==> src/rtl/sig_bounce_generator.sv <==
`timescale 1ns/1ps
// sig_bounce_generator
//   Contact-bounce emulator. When sig_clean moves away from sig_bouncy, the
//   output toggles immediately. It then emits N glitch pairs, each level held
//   for a drawn number of cycles, and holds the final level for SETTLE_CYCLES
//   before the next request is accepted. Total toggles per transition are
//   2N+1, so the output always ends at the requested level.
//
//   Build option BOUNCE_FIXED_EN: when defined, N = MAX_BOUNCES and every
//   hold = MAX_PULSE, and no LFSR is built. When undefined, N and the holds
//   come from a free-running 16-bit Galois LFSR (mask 16'hB400).
//
// Ports
//   clk          system clock, rising edge
//   rst          asynchronous reset, active low
//   ena          clock enable; 0 freezes every register, LFSR included
//   sig_clean    requested level, assumed synchronous to clk
//   sig_bouncy   emulated bouncing output
//   busy         high while a sequence is bouncing or settling
//   bounce_count N drawn for the current or last transition
//   settled      one-cycle pulse when a sequence completes
module sig_bounce_generator #(
    parameter int          MAX_BOUNCES   = 6,
    parameter int          MIN_PULSE     = 1,
    parameter int          MAX_PULSE     = 8,
    parameter int          SETTLE_CYCLES = 5,
    parameter logic [15:0] SEED          = 16'hACE1
) (
    input  logic                               clk,
    input  logic                               rst,
    input  logic                               ena,
    input  logic                               sig_clean,
    output logic                               sig_bouncy,
    output logic                               busy,
    output logic [$clog2(MAX_BOUNCES+1):0]     bounce_count,
    output logic                               settled
);

    localparam int CW = $clog2(MAX_BOUNCES + 1) + 1;  // bounce_count width
    localparam int EW = CW + 1;                        // holds 2*N
    localparam int HW = $clog2(MAX_PULSE + 1);
    localparam int SW = $clog2(SETTLE_CYCLES + 1);

    typedef enum logic [1:0] {
        IDLE,
        BOUNCE,
        SETTLE
    } state_t;

    state_t          state,      state_nxt;
    logic            bouncy_nxt;
    logic [CW-1:0]   count_nxt;
    logic [EW-1:0]   edges_left, edges_nxt;
    logic [HW-1:0]   hold_cnt,   hold_nxt;
    logic [SW-1:0]   settle_cnt, settle_nxt;
    logic            settled_nxt;

    logic [CW-1:0]   draw_n;
    logic [HW-1:0]   draw_hold;

`ifdef BOUNCE_FIXED_EN
    assign draw_n    = CW'(MAX_BOUNCES);
    assign draw_hold = HW'(MAX_PULSE);
`else
    // A zero seed would lock the LFSR, so it is replaced by 1.
    localparam logic [15:0] SEED_EFF = (SEED == 16'h0000) ? 16'h0001 : SEED;

    logic [15:0] lfsr;

    // Both draws read the current LFSR value; the hold uses bits above the
    // low nibble so it is less correlated with N.
    assign draw_n    = CW'(32'(lfsr) % (MAX_BOUNCES + 1));
    assign draw_hold = HW'(MIN_PULSE + (32'(lfsr) >> 4) % (MAX_PULSE - MIN_PULSE + 1));

    // The LFSR runs on every enabled edge whatever the state, so the draws
    // depend on when a transition arrives as well as on the seed.
    always_ff @(posedge clk or negedge rst) begin
        if (!rst) begin
            lfsr <= SEED_EFF;
        end else if (ena) begin
            lfsr <= {1'b0, lfsr[15:1]} ^ (lfsr[0] ? 16'hB400 : 16'h0000);
        end
    end
`endif

    assign busy = (state != IDLE);

    always_comb begin
        // NOTE: every output of this block gets a default first, so no path
        // leaves a value unassigned and no latch is inferred.
        state_nxt   = state;
        bouncy_nxt  = sig_bouncy;
        count_nxt   = bounce_count;
        edges_nxt   = edges_left;
        hold_nxt    = hold_cnt;
        settle_nxt  = settle_cnt;
        settled_nxt = 1'b0;

        case (state)
            IDLE: begin
                if (sig_clean != sig_bouncy) begin
                    // First edge of the burst leaves with zero latency.
                    bouncy_nxt = ~sig_bouncy;
                    count_nxt  = draw_n;
                    edges_nxt  = {draw_n, 1'b0};
                    hold_nxt   = draw_hold;
                    if (draw_n == '0) begin
                        state_nxt  = SETTLE;
                        settle_nxt = SW'(SETTLE_CYCLES);
                    end else begin
                        state_nxt = BOUNCE;
                    end
                end
            end

            BOUNCE: begin
                // The level was held for the full drawn width once hold is 1.
                if (hold_cnt <= HW'(1)) begin
                    bouncy_nxt = ~sig_bouncy;
                    edges_nxt  = edges_left - 1'b1;
                    hold_nxt   = draw_hold;
                    if (edges_left == EW'(1)) begin
                        state_nxt  = SETTLE;
                        settle_nxt = SW'(SETTLE_CYCLES);
                    end
                end else begin
                    hold_nxt = hold_cnt - 1'b1;
                end
            end

            SETTLE: begin
                if (settle_cnt <= SW'(1)) begin
                    settled_nxt = 1'b1;
                    state_nxt   = IDLE;
                end else begin
                    settle_nxt = settle_cnt - 1'b1;
                end
            end

            default: state_nxt = IDLE;
        endcase
    end

    // NOTE: sequential state is updated with non-blocking assignments so
    // every register samples the pre-edge values, independent of order.
    always_ff @(posedge clk or negedge rst) begin
        if (!rst) begin
            state        <= IDLE;
            sig_bouncy   <= 1'b0;
            bounce_count <= '0;
            edges_left   <= '0;
            hold_cnt     <= '0;
            settle_cnt   <= '0;
            settled      <= 1'b0;
        end else if (ena) begin
            state        <= state_nxt;
            sig_bouncy   <= bouncy_nxt;
            bounce_count <= count_nxt;
            edges_left   <= edges_nxt;
            hold_cnt     <= hold_nxt;
            settle_cnt   <= settle_nxt;
            settled      <= settled_nxt;
        end
    end

endmodule
==> config.mk <==
export PLATFORM = sky130hd
export DESIGN_NAME = sig_bounce_generator
export DESIGN_NICKNAME = d
export VERILOG_FILES = /design/src/rtl/sig_bounce_generator.sv
export SDC_FILE = /design/constraint.sdc
export NUM_CORES = 1
export LEC_CHECK = 0
export ABC_AREA = 1
export BUFFER_PORTS_ARGS = -buffer_cell sky130_fd_sc_hd__clkbuf_2
export CORE_ASPECT_RATIO = 0.5
export CORE_MARGIN = 2
export CORE_UTILIZATION = 27
export DETAILED_ROUTE_END_ITERATION = 8
export PLACE_DENSITY_LB_ADDON = 0.08
export SETUP_SLACK_MARGIN = 0.4
export SLEW_MARGIN = 20
export SYNTH_ARGS = -nofsm -noshare
export SYNTH_HDL_FRONTEND = slang
export SYNTH_SLANG_ARGS = --single-unit
==> constraint.sdc <==
create_clock -name clk -period 7.8 [get_ports clk]
set_input_delay 0.78 -clock clk [delete_from_list [all_inputs] [get_ports clk]]
set_output_delay 0.78 -clock clk [all_outputs]
set_load 0.005 [all_outputs]
Yosys cells after proc, flatten, opt, wreduce, memory -nomap -nowiden. Cells that the tools add are included.

Bits in registers: 36. Bits of input ports: 4. Output and inout port bits: 7. Logic and storage cells: 61.

Add/sub/neg operators: 4. Div/mod/pow operators: 1. Order comparisons: 2. Eq/ne operators: 10. Muxes and demuxes: 24. Bitwise operators: 2. Reduce and logical (&&, ||, !) cells: 10.

Operators by type and width (count): modulo 16 x 3 -> 32 bit (second input constant) (1); two-way mux 16 bit (1); bitwise XOR 15 x 16 -> 16 bit (1); two-way mux 3 bit (5); inequality test 2 bit (second input constant) (6); two-way mux 2 bit (5); two-way mux 5 bit (2); case mux 5 bit (2 select lines) (1); case mux 3 bit (3 select lines) (1); two-way mux 4 bit (2); case mux 4 bit (2 select lines) (1); AND reduction 7 bit (1); case mux 2 bit (3 select lines) (1); AND reduction 3 bit (2); == test 5 x 1 -> 1 bit (second input constant) (1); AND reduction 5 bit (1); subtractor 5 x 1 -> 5 bit (second input constant) (1); adder 1 x 3 -> 4 bit (first input constant) (1); less-or-equal comparator 4 x 1 -> 1 bit (second input constant) (1); logical NOT 4 bit (1); two-way mux 1 bit (4); AND reduction 4 bit (1); nonzero test 2 bit (2); subtractor 4 x 1 -> 4 bit (second input constant) (1); other kinds (9) (9).

Longest topological paths before layout.
Word-level depth: 5. Depth in mapped cells: 74. Depth with buffers taken out: 74.

Worst setup path after synthesis. OpenSTA, ideal clock, no wires.

Path type: reg2reg. Start point: reg lfsr[5]. End point: reg settle_cnt[2]. Setup time: 0.117 ns. Data arrival time: 6.704 ns. Data required time: 7.683 ns. Path slack: 0.980 ns. Stages on the path, launching flop included: 62. Path buffers: 0. Period minus slack after synthesis: 6.820 ns. Path through: dfstp_2 -> inv_1 -> ha_1 -> nor2_1 -> nand2_1 -> nor2_1 -> nand3_1 -> nand2_1 -> nand2_2 -> nand4_1 -> o211ai_2 -> nand2_1 -> nand2_2 -> nor2_4 -> nand2_2 -> nand2_2 -> nand4_4 -> nand2_2 -> [26 not listed] -> nand2_4 -> nor2_8 -> nand2_8 -> nand2_1 -> nand2_1 -> ha_1 -> nand3_1 -> nand2_2 -> inv_2 -> nand3_2 -> nand2_1 -> nand2_1 -> nor2_1 -> nand2_2 -> nand2_4 -> nand2_2 -> nand2_1 -> nand2_1.

Cells in the longest elaborated chain, start to end: 4.

Ends and longest elaborated chain: start, declared (line 68) `logic [15:0] lfsr;`; start signal, assigned (line 81) `lfsr <= {1'b0, lfsr[15:1]} ^ (lfsr[0] ? 16'hB400 : 16'h0000);`; modulo 16 x 3 -> 32 bit (line 72) `assign draw_n = CW'(32'(lfsr) % (MAX_BOUNCES + 1));`; logical NOT 4 bit (line 107) `if (draw_n == '0) begin`; inequality test 2 bit (no source line); AND reduction 7 bit (no source line); end signal, assigned (line 161) `settle_cnt <= settle_nxt;`; end, declared (line 55) `logic [SW-1:0] settle_cnt, settle_nxt;`.

Every way passes these cells. A chain may end at the register's enable or synchronous reset.

Final worst setup path. Ends and elaborated chain as after synthesis.

==> impl_metrics.csv <==
group,metric,value,unit
floorplanning,ioPinCount,11,
run,maxCapViolations,0,
grt,grt.total_usage,13.5,%
clock_network,clock_sinks,36,
drt,ant_nets,0,
floorplanning,die_w,175,microns
synth,synth_area,3960,sq um
floorplanning,dieHeight,89.6,microns
timing,clock_skew,0.00595,ns
timing,rsz0062_at_grt,"yes",
drt,wl_per_cell,12.0,microns
hold_path,min_path_cells,2,
hold_path,min_from,"settled",
critical_path,cp_max_fo,7,
synth,syn_inst,605,
timing,max_slew_margin,41.3,%
timing,tightest_slew,0.880,ns
drt,vias,3920,
finish,seqCellArea,912,sq um
grt,grt_overflow,0,
placed_design,pre_cts_ws,0.00862,ns
synth,ys_seq_area_share,23.0,%
finish,antenna_cells,0,
timing,finalCriticalPeriod,7.20,ns
clock_network,cts_tree,"done",
floorplanning,initial_utilization,27.5,%
finish,post-route-cell-area,5240,sq um
clock_network,cts.reportedPaths.clkPinSlew,0.06,ns
finish,multi_input_area,3130,sq um
drt,drtIter0Drc,130,
timing,finalMaxSlewViolations,0,
finish,layout-drive-gt1-share,35.8,%
clock_network,numCtsBuffers,5,
placed_design,postPlaceCellArea,4260,sq um
synth,async_flop_share,100,%
drt,post-route-drc-count,0,
timing,setup-tns-final,0,ns
outcome,status,"finished clean",
critical_path,crit_top_cell,"nand2_4",
finish,area_growth,32.4,%
timing,setup_slack,0.595,ns
critical_path,required,7.97,ns
placed_design,port-buffer-count,10,
drt,first_pass_iters,4,
critical_path,slowest_delay,0.55,ns
synth,syn_area_per_cell,6.54,sq um
hold_path,whs_endpoint,"settled",
critical_path,crit_slowest_cell,"dfstp_2",
critical_path,regToRegSetupSlack,0.60,ns
critical_path,crit_path_start_kind,"flop",
critical_path,r2r-start,"lfsr[5]",
critical_path,worstReg2RegEnd,"settle_cnt[2]",
floorplanning,die_area,15700,sq um
synth,synth_edf_count,0,
critical_path,worstPathArrival,7.38,ns
clock_network,clock_tree.root_cell,"clkbuf_16",
grt,grt_pass1_vias,3647,
timing,setup_viol,0,
placed_design,detailed_place_hpwl,7660,microns
drt,drt-vias-per-instance,4.53,
clock_network,clockBufferDepth,2,
grt,grt_pass1_wl,17400,microns
critical_path,crit_type,"flop to flop",
finish,final_core_util,36.4,%
timing,max_freq,139,MHz
floorplanning,rows,31,
finish,n_fill_cell,1575,
clock_network,worstSkewPairLatency,0.29,ns
synth,synth_nets,620,
timing,hold_viol,0,
timing,post-route-period-util,92.4,%
grt,antenna_found_initial,0,
drt,wl,10400,microns
hold_path,worstHoldPathType,"flop to flop",
placed_design,gp_congestion,0.749,
grt,grt_max_degree,37,
synth,ys_warn_count,0,
synth,synth-seq-cells,36,
clock_network,htreeDepth,2,
critical_path,endpoint_kind,"flop",
critical_path,reg2regPathDepth,65,
synth,synth_flop_cell,"dfrtp_1",
floorplanning,coreArea,14400,sq um
synth,ys_types,44,
finish,nets,681,
-- metrics by stage --
stage                     std cells  hold slack (ns)
after global placement          812            0.484
after detailed placement        812            0.475
after CTS                       842            0.491
after floorplan                 605            0.463
final                           865            0.487
after global routing            865            0.522
-- area by class of cell --
type | instances | share of cell area (%)
repair buffers | 63 | 8.77
clock inverters | 2 | 0.669
flip-flops and latches | 36 | 17.4
well taps | 198 | 4.73
inverters | 85 | 6.19
clock buffers | 6 | 2.46
multi-input cells | 475 | 59.8
-- synth_stat cells, drive strengths merged (3+ instances only) --
master,instances,area (sq um)
nand2,212,920
inv,83,312
nand3,81,490
nor2,54,302
o21ai,46,234
dfrtp,28,701
nand4,24,248
ha,11,138
a21oi,10,50.1
dfstp,8,210
xor2,7,61.3
clkbuf,6,26.3
xnor2,6,52.6
nor3,5,25.0
or2,4,25.0
buf,3,30.0
mux2,3,33.8
-- registers in the layout, indices dropped and copies added, names as in the netlist --
name and count:
bounce_count 4, edges_left 5, hold_cnt 4, lfsr 16, settle_cnt 3, settled 1
sig_bouncy 1, state 2
-- metal layers --
metal / wire length, microns / vias to the layer above / global-route usage [%] / share of wire, %
li1: - / 2089 / - / -
met1: 5430 / 1810 / 18.8 / 52
met2: 4760 / 13 / 22.5 / 46
met3: 132 / 8 / 1.89 / 1.3
met4: 84 / 0 / 2.95 / 0.81
met5: 0 / - / 0 / 0
-- worst max-delay path by stage --
| stage | cells past startpoint | start | slack, ns | to |
|---|---|---|---|---|
| final | 65 | lfsr[5] | 0.60 | settle_cnt[2] |
| after detailed placement | 62 | lfsr[5] | 0.009 | settle_cnt[1] |
| after CTS | 63 | lfsr[5] | 0.40 | settle_cnt[1] |
| after global routing | 67 | lfsr[4] | 0.03 | settle_cnt[2] |
| after floorplan | 61 | lfsr[5] | 0.98 | settle_cnt[2] |
| after global placement | 62 | lfsr[5] | -0.02 | settle_cnt[2] |
-- cell families after synthesis --
| group | after synthesis | synth area share, % |
|---|---|---|
| AO/OA/AOI/OAI | 64 | 8.76 |
| XOR/XNOR | 13 | 2.88 |
| adder cells (fa/ha/maj) | 11 | 3.48 |
| buffers and inverters | 94 | 9.52 |
| flip-flops | 36 | 23.0 |
| multiplexers | 3 | 0.854 |
| AND/OR/NAND/NOR | 384 | 51.5 |
-- critical path: cells and delay by family (launching register included) --
family                     cells  cell delay [ns]
DFF                            1             0.55
adders and majority gates      3             0.49
and+or+nand+nor               50             4.79
buffers and inverters         10             0.96
AOI/OAI and AO/OA              2             0.29
-- layout by cell type (no fill, tap or decap), drive strengths merged, types with 3 or more instances in the layout --
cell,n
nor2,54
buf,54
nand2,212
ha,11
inv,85
a21oi,10
xor2,7
nand3,81
nor3,5
nand4,24
or2,4
dfrtp,28
o21ai,46
xnor2,6
dfstp,8
mux2,3
clkbuf,15
-- what timing repair did --
action | in CTS | in global routing
setup buffers | 22 | 23
endpoints found under the setup margin | 12 | 13
hold buffers | 0 | 0
gates resized for setup | 43 | 70
pin swaps | 32 | 55
Power is not shown: default switching activity piles up to over one toggle a cycle in this logic, so the estimate is an artifact.
